==> config.mk <==
export PLATFORM = sky130hd
export DESIGN_NAME = p_mul_seq
export DESIGN_NICKNAME = d
export VERILOG_FILES = /design/src/rtl/p_mul_seq.sv
export SDC_FILE = /design/constraint.sdc
export NUM_CORES = 1
export LEC_CHECK = 0
export ABC_AREA = 1
export CAP_MARGIN = 30
export CORE_ASPECT_RATIO = 0.6
export CORE_MARGIN = 1.5
export CORE_UTILIZATION = 36
export DETAILED_ROUTE_END_ITERATION = 8
export DONT_BUFFER_PORTS = 1
export PLACE_DENSITY = 0.53
export SKIP_LAST_GASP = 1
export SYNTH_ARGS = -nofsm -noshare
export SYNTH_HDL_FRONTEND = slang
export SYNTH_SLANG_ARGS = --single-unit
==> constraint.sdc <==
create_clock -name clock -period 2.7 [get_ports clock]
set_input_delay 0.27 -clock clock [delete_from_list [all_inputs] [get_ports clock]]
set_output_delay 0.27 -clock clock [all_outputs]
set_load 0.005 [all_outputs]
==> src/rtl/p_mul_seq.sv <==
// Sequencer between decode and a packed multiplier: latches one request, drives the
// multiplier handshake under a watchdog, and returns a tagged writeback.
module p_mul_seq (
    input  logic        clock,
    input  logic        resetn,
    input  logic        flush,
    input  logic        in_valid,
    output logic        in_ready,
    input  logic        in_mul_l,
    input  logic        in_mul_h,
    input  logic        in_clmul,
    input  logic [4:0]  in_pw,
    input  logic [31:0] in_rs1,
    input  logic [31:0] in_rs2,
    input  logic [4:0]  in_rd,
    output logic        mul_valid,
    input  logic        mul_ready,
    output logic        mul_l,
    output logic        mul_h,
    output logic        clmul,
    output logic [4:0]  mul_pw,
    output logic [31:0] mul_crs1,
    output logic [31:0] mul_crs2,
    input  logic [31:0] mul_result,
    output logic        wb_valid,
    input  logic        wb_ready,
    output logic [4:0]  wb_rd,
    output logic [31:0] wb_data,
    output logic        wb_err,
    output logic        busy
);

    // state  | meaning
    // IDLE   | waiting for a request from decode
    // RUN    | request presented to the multiplier, watchdog counting
    // RESP   | writeback presented, waiting for wb_ready
    localparam logic [1:0] S_IDLE = 2'd0;
    localparam logic [1:0] S_RUN  = 2'd1;
    localparam logic [1:0] S_RESP = 2'd2;

    localparam logic [5:0] WDOG_LAST = 6'd62;

    logic [1:0]  state;
    logic [5:0]  wdog;
    logic        req_l, req_h, req_c;
    logic [4:0]  req_pw;
    logic [31:0] req_rs1, req_rs2;
    logic [4:0]  req_rd;
    logic        pw_onehot, op_onehot, legal, accept;

    assign pw_onehot = (in_pw != 5'd0) && ((in_pw & (in_pw - 5'd1)) == 5'd0);
    // xor is 1 for one or three bits set; the and-term rejects three
    assign op_onehot = (in_mul_l ^ in_mul_h ^ in_clmul) && !(in_mul_l && in_mul_h && in_clmul);
    assign legal     = pw_onehot && op_onehot;

    assign in_ready  = (state == S_IDLE) && !flush;
    assign accept    = in_valid && in_ready;
    assign mul_valid = (state == S_RUN);
    assign wb_valid  = (state == S_RESP);
    assign busy      = (state != S_IDLE);

    assign mul_l    = req_l;
    assign mul_h    = req_h;
    assign clmul    = req_c;
    assign mul_pw   = req_pw;
    assign mul_crs1 = req_rs1;
    assign mul_crs2 = req_rs2;
    assign wb_rd    = req_rd;

    always_ff @(posedge clock) begin
        if (!resetn) begin
            state   <= S_IDLE;
            wdog    <= '0;
            req_l   <= 1'b0;
            req_h   <= 1'b0;
            req_c   <= 1'b0;
            req_pw  <= '0;
            req_rs1 <= '0;
            req_rs2 <= '0;
            req_rd  <= '0;
            wb_data <= '0;
            wb_err  <= 1'b0;
        end else begin
            case (state)
                S_IDLE: begin
                    if (accept) begin
                        req_l   <= in_mul_l;
                        req_h   <= in_mul_h;
                        req_c   <= in_clmul;
                        req_pw  <= in_pw;
                        req_rs1 <= in_rs1;
                        req_rs2 <= in_rs2;
                        req_rd  <= in_rd;
                        wdog    <= '0;
                        if (legal) begin
                            state <= S_RUN;
                        end else begin
                            state   <= S_RESP;
                            wb_err  <= 1'b1;
                            wb_data <= '0;
                        end
                    end
                end
                S_RUN: begin
                    // a result arriving on the watchdog's last cycle still wins
                    if (flush) begin
                        state <= S_IDLE;
                    end else if (mul_ready) begin
                        wb_data <= mul_result;
                        wb_err  <= 1'b0;
                        state   <= S_RESP;
                    end else if (wdog == WDOG_LAST) begin
                        wdog    <= wdog + 6'd1;
                        wb_data <= '0;
                        wb_err  <= 1'b1;
                        state   <= S_RESP;
                    end else begin
                        wdog <= wdog + 6'd1;
                    end
                end
                S_RESP: begin
                    if (flush || wb_ready) begin
                        state <= S_IDLE;
                    end
                end
                default: state <= S_IDLE;
            endcase
        end
    end

endmodule

# Yosys cells after proc, flatten, opt, wreduce, memory -nomap -nowiden
# Index checks and enable logic that the tools add are counted.
# W data, S select, Z words.
[word_totals]
ff_bits = 118
latchBits = 0
ramBits = 0
mem_bits_ro = 0
inputBits = 115
out_inout_bits = 114
elab_cells = 68
memories = 0
[classes]
addsub = 2
multipliers = 0
n_div = 0
magnitude_cmp = 0
n_eq_ne = 10
n_shift = 0
muxes = 23
bitwise_logic = 3
n_reduce_logical = 19
[ops]
columns = ["op", "n"]
rows = [
  ["$mux W32", 5],
  ["$pmux W32 S2", 1],
  ["$mux W6", 3],
  ["$mux W2", 6],
  ["$pmux W6 S2", 1],
  ["$ne A2 B2 Y1 const B", 4],
  ["$logic_and A1 B1 Y1", 7],
  ["$add A6 B1 Y6 const B", 1],
  ["$eq A6 B6 Y1 const B", 1],
  ["$pmux W2 S3", 1],
  ["$and A5 B5 Y5", 1],
  ["$logic_not A5 Y1", 1],
  ["$mux W1", 5],
  ["$reduce_and A5 Y1", 1],
  ["$reduce_bool A5 Y1", 1],
  ["$sub A5 B1 Y5 const B", 1],
  ["$ne A4 B2 Y1 const B", 1],
  ["$reduce_and A4 Y1", 1],
  ["$reduce_bool A2 Y1", 2],
  ["$ne A3 B1 Y1 const B", 1],
  ["$reduce_and A3 Y1", 1],
  ["$eq A2 B1 Y1 const B", 1],
  ["$eq A2 B2 Y1 const B", 1],
  ["$logic_not A1 Y1", 2],
  ["other kinds (6)", 7],
]

# Logic depth before layout (Yosys ltp)
# Gate-level depths: netlist of the first run.
[logic_depth]
word_depth = 8
depth_mapped = 11
depth_no_buf = 10

# Worst setup path after synthesis of the first run
# Ideal clock, no wire load.
[synth_timing]
path_kind = "input to register"
startpoint = "in in_mul_l"
endpoint = "reg wb_data[20]"
setup_ps = 115
arrival_time_ps = 1401
required_time_ps = 2585
slack_ps = 1184
path_stages = 9
n_path_buf = 2
cell_sequence = "ha_1 nand2_1 nand3_1 nor2_1 nand3_1 buf_2 buf_2 a21oi_1 nor2_1"
[synth_via]
elab_chain_len = 7
elab_cells_between_ends = 9
cone_classes = "eq/ne: 1; bitwise: 2; reduce/logical: 6"
[synth_rtl]
columns = ["item", "line_no", "rtl"]
rows = [
  ["start, declared", "9", "input logic in_mul_l,"],
  ["$logic_and A1 B1 Y1 (2 in series)", "53", "assign op_onehot = (in_mul_l ^ in_mul_h ^ in_clmul) && !(in_mul_l && in_mul_h && in_clmul);"],
  ["$logic_not A1 Y1", "53", ""],
  ["$logic_and A1 B1 Y1 *", "53", ""],
  ["$logic_and A1 B1 Y1 *", "54", "assign legal = pw_onehot && op_onehot;"],
  ["$ne A2 B2 Y1 (no line) *", "n/a", ""],
  ["$reduce_and A5 Y1 (no line) *", "n/a", ""],
  ["end signal, assigned", "109", "wb_data <= mul_result;"],
  ["end, declared", "28", "output logic [31:0] wb_data,"],
]
# Every way passes the cells marked *; elsewhere a longest branch is shown, timed or not.
# A chain may end at the register's enable or synchronous reset.

# Final worst setup path of the first run
[layout_timing]
startpoint = "reg state[0]"
endpoint = "out in_ready"
[layout_via]
elab_chain_len = 2
[layout_rtl]
columns = ["item", "line_no", "rtl"]
rows = [
  ["start, declared", "43", "logic [1:0] state;"],
  ["start signal, assigned", "72", "state <= S_IDLE;"],
  ["start signal, assigned", "96", "state <= S_RUN;"],
  ["start signal, assigned", "98", "state <= S_RESP;"],
  ["$logic_not A2 Y1", "56", "assign in_ready = (state == S_IDLE) && !flush;"],
  ["$logic_and A1 B1 Y1", "56", ""],
  ["end, declared", "8", "output logic in_ready,"],
]
# No other way between the ends.

==> results of run 1 <==
[power breakdown]
| group | internal (mW) | leakage (nW) | switching (mW) |
|---|---|---|---|
| Combinational | 0.317 | 0.827 | 0.533 |
| Clock | 1.38 | 0.268 | 0.809 |
| Sequential | 1.96 | 0.965 | 0.185 |
| Total | 3.66 | 2.06 | 1.53 |
[per-layer routing]
metal  global-route usage [%]  vias up
met4                     6.55        0
li1                         -     2134
met2                     26.4      173
met5                        0        -
met1                     24.2     1984
met3                     6.97       19
[cell families (layout without fill, tap and decap cells)]
logic type	Yosys count	count (layout)	synth area share, %
compound gates	119	119	12.5
xor+xnor	2	2	0.364
fa+ha+maj	3	3	0.781
buf+inv	74	62	7.03
flops	118	118	49.1
simple gates	342	342	30.2
[flip-flops by register name, summed over array words and instances (netlist names)]
signal and flops:
wb_err 1, mul_l 1, state 2, clmul 1, wb_data 32, mul_crs1 32, mul_pw 5, mul_crs2 32
wdog 6, mul_h 1, wb_rd 5
[cells in the mapped netlist, drive strengths merged]
cell,count
a31oi,1
nand3b,1
inv,20
nor2,50
ha,3
dfxtp,118
nand2,173
xor2,1
nor3,1
o21ai,3
xnor2,1
nand3,117
buf,27
a21oi,115
clkbuf,27
[final timing paths]
check	start	slack, ps	to
worst max-delay path	state[0]	650	in_ready
worst min-delay path	in_rd[2]	30	wb_rd[2]
worst max register to register	state[1]	880	wdog[2]
worst min register to register	mul_crs1[15]	480	mul_crs1[15]
[layout make-up]
type | instances | share of cell area (%)
Inverter | 20 | 1.38
Timing Repair Buffer | 10 | 2.06
Clock buffer | 20 | 8.18
Tap cell | 170 | 3.90
Sequential cell | 118 | 43.3
Multi-Input combinational cell | 466 | 38.8
Clock inverter | 12 | 2.38
[through the flow]
step,hold WS (ps),cells
after global placement,395,783
after floorplan,434,658
after global routing,5.50,816
after CTS,10.7,816
final,34.6,816
after detailed placement,397,783
[repair_timing]
action / 4_1_cts / 5_1_grt
hold endpoints to repair: 34 / 0
hold buffers: 1 / 0
setup endpoints to repair: 0 / 0
==> flow_summary.rst, run 1 <==
.. list-table::
   :header-rows: 1

   * - Metric
     - Value
   * - Result of the run
     - finished, final reports clean
   * - Flops & latches, synth
     - about 120
   * - HPWL after detailed placement
     - roughly 8500 µm
   * - Transition time of the tightest slew-check pin
     - 730 ps
   * - Final Critical Period
     - a little over 2000 ps
   * - Data required time of the worst path
     - approximately 2400 ps
   * - Net total in the final layout
     - 751
   * - Leakage Power
     - just over 2 nW
   * - # fillers
     - between 1000 and 1500
   * - Cell at the slowest stage of the critical path
     - buf_4
   * - Worst relative slew slack
     - between 50% and 60%
   * - Number of antenna violations at the first check in global routing
     - 0
   * - Clock root buffer
     - clkbuf_16
   * - I/O pin count
     - between 200 and 250
   * - Fin. max-slew vios
     - 0
   * - Wire length on met1
     - around 6000 µm
   * - Area growth, synth to finish
     - 13.5%
   * - Total Power
     - a little over 5 mW
   * - Family with the most delay on the worst path
     - buffers and inverters
   * - Total Negative Setup Slacks
     - 0 ps
   * - Crit Path Max Fanout
     - 68
   * - Detailed-routed wire length on met2
     - 5640 µm
   * - Maximum number of pins on one net before global-route repair
     - 80
   * - Clock transition at the register clock pins on the worst setup and hold paths after CTS
     - roughly 60 ps
   * - Leading area contributor after synthesis
     - dfxtp_1
   * - Total nets after synthesis
     - 776
   * - Commonest cells after routing, fill and taps aside
     - nand2_1 (172), dfxtp_1 (118), nand3_1 (116), a21oi_1 (115), nor2_1 (46)
   * - Peak supply drop
     - slightly below 0.4 mV
   * - Synthesis warning total
     - 0
   * - Critical Path End Type
     - output pin
   * - Remaining antenna violation count after routing
     - 0
   * - Part of the Yosys area used for sequential elements
     - between 40% and 50%
   * - Placed instance area
     - just under 5000 µm²
   * - Uppermost layer routed
     - met4
   * - Worst Hold Class
     - in2reg
   * - Synth Cell Area
     - between 4000 and 5000 µm²
   * - Global router's overall resource usage
     - a little under a fifth
   * - Area enclosed by the die boundary
     - between 10000 and 15000 µm²
   * - Global-route wire length before repair
     - roughly 20000 µm
   * - Height of the chip
     - 92.5 µm
   * - Smallest setup slack after layout
     - approximately 650 ps
   * - Share of post-route cells with drive strength above 1
     - a little under 8%
   * - Commonest non-fill, non-tap cell in the layout
     - nand2_1
   * - Cells after Synth
     - 658
   * - Final Skew
     - between 10 and 15 ps
   * - Core Area
     - ~13000 µm²
   * - Diodes inserted
     - 0
   * - Footprint of the multi-input gates
     - 2120 µm²
   * - Share of the synthesized area in the top cell type
     - 49.1%
   * - Count of endpoints failing setup in the final report
     - 0
   * - Buffers from clock root to sink, at most
     - 2
   * - Drt initial violations
     - 436
   * - Hold path cells
     - 2
   * - Amount of wire on met3 after detailed routing
     - approximately 1000 µm
   * - Power per standard cell area
     - between 900 and 1000 nW/µm²
   * - Routed vias/inst
     - approximately 5.3
   * - Critical path class
     - reg2out
   * - Cell depth of the worst flop-to-flop path
     - 9
   * - CP Buf/Inv Count
     - 2
   * - Ordered cell list for the critical path
     - nor2_2, inv_1, nor2_4, buf_4
   * - Setup repair after global routing missed its margin
     - false
   * - Post-route fraction of the period consumed by the critical path
     - 76.0%
   * - Crit path largest cell delay
     - 550 ps
   * - Top area cells in the synthesized netlist
     - dfxtp_1 (49%), nand2_1 (13%), nand3_1 (12%)
   * - DRT Wirelength
     - between 10000 and 15000 µm
   * - Final hold violation count
     - 0
   * - Stages on worst setup path
     - 4
   * - Number of clock buffers inserted by TritonCTS
     - 17
   * - Pre-Repair DR Iteration Count
     - 4
   * - Quantity of gates resized following cts
     - 0
   * - Post-Place Worst Slack
     - about 860 ps
   * - Skew-Pair Late Insertion Delay
     - 400 ps
   * - Width of the die
     - between 150 and 200 µm
   * - Number of buffers inserted by post-CTS setup repair
     - 0
   * - CTS H-tree depth
     - 4
   * - Gp weighted congestion
     - approximately 0.76
   * - Drc violations
     - 0
   * - Starting Density
     - 37.2%
   * - Sequential cell area
     - ~2400 µm²
   * - Arr. time, crit path
     - 1780 ps
   * - Via count
     - roughly 4300
   * - Count of maximum capacitance violations
     - 0
   * - Clock sinks
     - approximately 120
   * - Via count of the first global-routing pass
     - 3789
   * - Area of all placed cells without fillers
     - about 5500 µm²
   * - Startpoint Class
     - flip-flop
   * - Netlist cell types
     - 23
   * - Number of I/O port buffers
     - 0
   * - Site row count
     - 32
   * - Maximum achievable frequency
     - ~0.49 GHz
   * - Per-instance average area after synthesis
     - ~7.3 µm²
   * - CTS tree
     - built
   * - Total gr overflow
     - 0
   * - Core occupancy in the finished layout
     - 42.2%
   * - Post-DR wirelength/cell
     - between 15 and 20 µm
Power figures use the tool's default switching activity.
==> run 2, diff against run 1 <==
--- a/config.mk
+++ b/config.mk
@@ -12,7 +12,7 @@
 export CORE_UTILIZATION = 36
 export DETAILED_ROUTE_END_ITERATION = 8
 export DONT_BUFFER_PORTS = 1
-export PLACE_DENSITY = 0.53
+export PLACE_DENSITY = 0.55
 export SKIP_LAST_GASP = 1
 export SYNTH_ARGS = -nofsm -noshare
 export SYNTH_HDL_FRONTEND = slang
==> constraint.sdc (replaced) <==
create_clock -name clock -period 1.7 [get_ports clock]
set_input_delay 0.17 -clock clock [delete_from_list [all_inputs] [get_ports clock]]
set_output_delay 0.17 -clock clock [all_outputs]
set_load 0.005 [all_outputs]
==> flow_summary.rst, run 2 (synthesized netlist as in run 1, its figures left out) <==
.. list-table::
   :header-rows: 1

   * - Metric
     - Value
   * - Commonest non-fill, non-tap cell in the layout
     - nand2_1 (unchanged)
   * - Worst hold slack after final layout
     - -56.2 ps (was 34.6 ps)
   * - Drc violations
     - 0 (unchanged)
   * - Total gr overflow
     - 0 (unchanged)
   * - Clock root buffer
     - clkbuf_16 (unchanged)
   * - Ordered cell list for the critical path
     - nor2_2, inv_1, nor2_4, buf_12 (was nor2_2, inv_1, nor2_4, buf_4)
   * - CP Buf/Inv Count
     - 2 (unchanged)
   * - Total Negative Setup Slacks
     - 0 ps (unchanged)
   * - CTS tree
     - built (unchanged)
   * - Final Skew
     - 7.17 ps (was 12.0 ps)
   * - Gp weighted congestion
     - 0.763 (was 0.757)
   * - Cell at the slowest stage of the critical path
     - dfxtp_1 (was buf_4)
   * - Clock transition at the register clock pins on the worst setup and hold paths after CTS
     - 50 ps (was 60 ps)
   * - Pre-Repair DR Iteration Count
     - 5 (was 4)
   * - Global-route wire length before repair
     - 22800 µm (was 20500 µm)
   * - Crit Path Max Fanout
     - 19 (was 68)
   * - Post-DR wirelength/cell
     - 16.0 µm (was 15.8 µm)
   * - Peak supply drop
     - 0.626 mV (was 0.395 mV)
   * - Crit path largest cell delay
     - 340 ps (was 550 ps)
   * - Maximum achievable frequency
     - ~0.63 GHz
   * - Leakage Power
     - 2.54 nW (was 2.06 nW)
   * - Transition time of the tightest slew-check pin
     - 329 ps (was 730 ps)
   * - HPWL after detailed placement
     - 8770 µm (was 8520 µm)
   * - Site row count
     - 32 (unchanged)
   * - Critical Path Source
     - state[0] (unchanged)
   * - Setup repair after global routing missed its margin
     - false (unchanged)
   * - Starting Density
     - 37.2% (unchanged)
   * - Total Power
     - 8.94 mW (was 5.19 mW)
   * - Net total in the final layout
     - 849 (was 751)
   * - Worst Hold Class
     - in2reg (unchanged)
   * - Count of endpoints failing setup in the final report
     - 0 (unchanged)
   * - Width of the die
     - 152 µm (unchanged)
   * - Flop-to-flop setup slack
     - 120 ps (was 880 ps)
   * - DRT Wirelength
     - 14600 µm (was 12900 µm)
   * - Global router's overall resource usage
     - 20.2% (was 18.1%)
   * - Worst relative slew slack
     - 78.1% (was 51.3%)
   * - Buffers from clock root to sink, at most
     - 2 (unchanged)
   * - Area of all placed cells without fillers
     - 6580 µm² (was 5460 µm²)
   * - Core Area
     - 12900 µm² (unchanged)
   * - Final Critical Period
     - about 1600 ps
   * - Commonest cells after routing, fill and taps aside
     - nand2_1 (172), dfxtp_1 (118), nand3_1 (116), a21oi_1 (115), dlygate4sd3_1 (91) (was nand2_1 (172), dfxtp_1 (118), nand3_1 (116), a21oi_1 (115), nor2_1 (46))
   * - Post-route fraction of the period consumed by the critical path
     - a little over nine tenths
   * - Power per standard cell area
     - 1360 nW/µm² (was 951 nW/µm²)
   * - Family with the most delay on the worst path
     - simple AND/OR/NAND/NOR gates (was buffers and inverters)
   * - Number of I/O port buffers
     - 0 (unchanged)
   * - Count of hold buffers inserted by post-cts repair
     - 92 (was 1)
   * - Remaining antenna violation count after routing
     - 0 (unchanged)
   * - Violated checks
     - negative hold slack
   * - Routed vias/inst
     - 5.23 (was 5.28)
   * - Startpoint Class
     - flip-flop (unchanged)
   * - Drt initial violations
     - 328 (was 436)
   * - Maximum number of pins on one net before global-route repair
     - 80 (unchanged)
   * - Data required time of the worst path
     - 1530 ps (was 2430 ps)
   * - Critical Path End Type
     - output pin (unchanged)
   * - Skew-Pair Late Insertion Delay
     - 400 ps (about the same)
   * - CTS H-tree depth
     - 4 (unchanged)
   * - Fin. max-slew vios
     - 0 (unchanged)
   * - Hold path cells
     - 2 (unchanged)
   * - Non-filler instance count after layout
     - 914 (was 816)
   * - Result of the run
     - finished, violations left (was finished, final reports clean)
   * - Height of the chip
     - 92.5 µm (unchanged)
   * - Number of clock buffers inserted by TritonCTS
     - 17 (unchanged)
   * - Start of the worst register-to-register path
     - state[0] (was state[1])
   * - Area enclosed by the die boundary
     - 14100 µm² (unchanged)
   * - Via count
     - 4784 (was 4310)
   * - Clock sinks
     - 118 (unchanged)
   * - Number of antenna violations at the first check in global routing
     - 0 (unchanged)
   * - Stages on worst setup path
     - 4 (unchanged)
   * - # fillers
     - 1200 (was 1311)
   * - Critical path class
     - reg2out (unchanged)
   * - Via count of the first global-routing pass
     - 4370 (was 3789)
   * - Startpoint of the worst hold path
     - in_valid (was in_rd[2])
   * - Cell depth of the worst flop-to-flop path
     - 8 (was 9)
   * - Count of maximum capacitance violations
     - 0 (unchanged)
   * - Arr. time, crit path
     - 1430 ps (was 1780 ps)
   * - Placed instance area
     - 4930 µm² (was 4860 µm²)
   * - # placed instances
     - 786 (was 783)
   * - Diodes inserted
     - 0 (unchanged)
   * - Area growth, synth to finish
     - 36.8% (was 13.5%)
   * - Share of post-route cells with drive strength above 1
     - 7.93% (was 7.74%)
   * - I/O pin count
     - 229 (unchanged)
   * - Final hold violation count
     - 76 (was 0)
[run 2: cell count changes in the layout (fill, tap and decap cells not counted), sizes merged]
cell | previous run | this run
clkbuf | 20 | 21
clkinv | 5 | 3
bufinv | 2 | 4
buf | 10 | 16
dlygate4sd3 | 0 | 91
[run 2: power by group]
part	total, mW	switching [mW]	leakage [nW]	internal (mW)
clock	3.81	1.28	0.294	2.53
sequential	3.42	0.295	0.965	3.12
combinational	1.72	0.952	1.28	0.763
total	8.94	2.53	2.54	6.41
[run 2: through the flow]
stage	setup WS [ps]	utilization [%]
6_report	102	50.9
5_1_grt	10.4	50.9
4_1_cts	16.7	50.5
3_5_place_dp	162	38.1
3_3_place_gp	175	38.1
2_1_floorplan	266	-
[run 2: worst reg2reg max path: cells and delay by family, from the launching register on]
kind / cells / cell delay, ps
compound gates: 1 / 160
simple gates: 3 / 470
buf+inv: 4 / 540
flops: 1 / 340
[run 2: cell type report]
| type | instances | area (µm²) | share of cell area, % |
|---|---|---|---|
| timing repair buffer | 108 | 1180 | 17.9 |
| sequential | 118 | 2360 | 35.9 |
| inverter | 20 | 75.1 | 1.14 |
| multi-input combinational | 466 | 2120 | 32.2 |
| tap | 170 | 213 | 3.23 |
| clock buffer | 20 | 457 | 6.94 |
| clock inverter | 12 | 176 | 2.68 |
[run 2: worst paths after layout]
kind	endpoint
setup reg to reg	mul_pw[2]
setup / recovery	in_ready
hold reg to reg	mul_crs2[25]
hold / removal	mul_crs2[9]
[run 2: repair_timing]
item | in CTS | in global routing
setup buffers | 0 | 2
gates cloned | 1 | 1
endpoints found under the hold margin | 112 | 77
setup endpoints to repair | 1 | 3
gates resized for setup | 0 | 2
pin swaps | 0 | 1
[run 2: metal layers]
layer | share of wire, % | GRT usage (%) | routed length [µm] | vias up
met1 | 45 | 25.7 | 6530 | 2222
li1 | - | - | - | 2317
met3 | 8.3 | 6.36 | 1210 | 21
met5 | 0 | 0 | 0 | -
met2 | 46 | 32.2 | 6660 | 224
met4 | 1.6 | 7.52 | 229 | 0
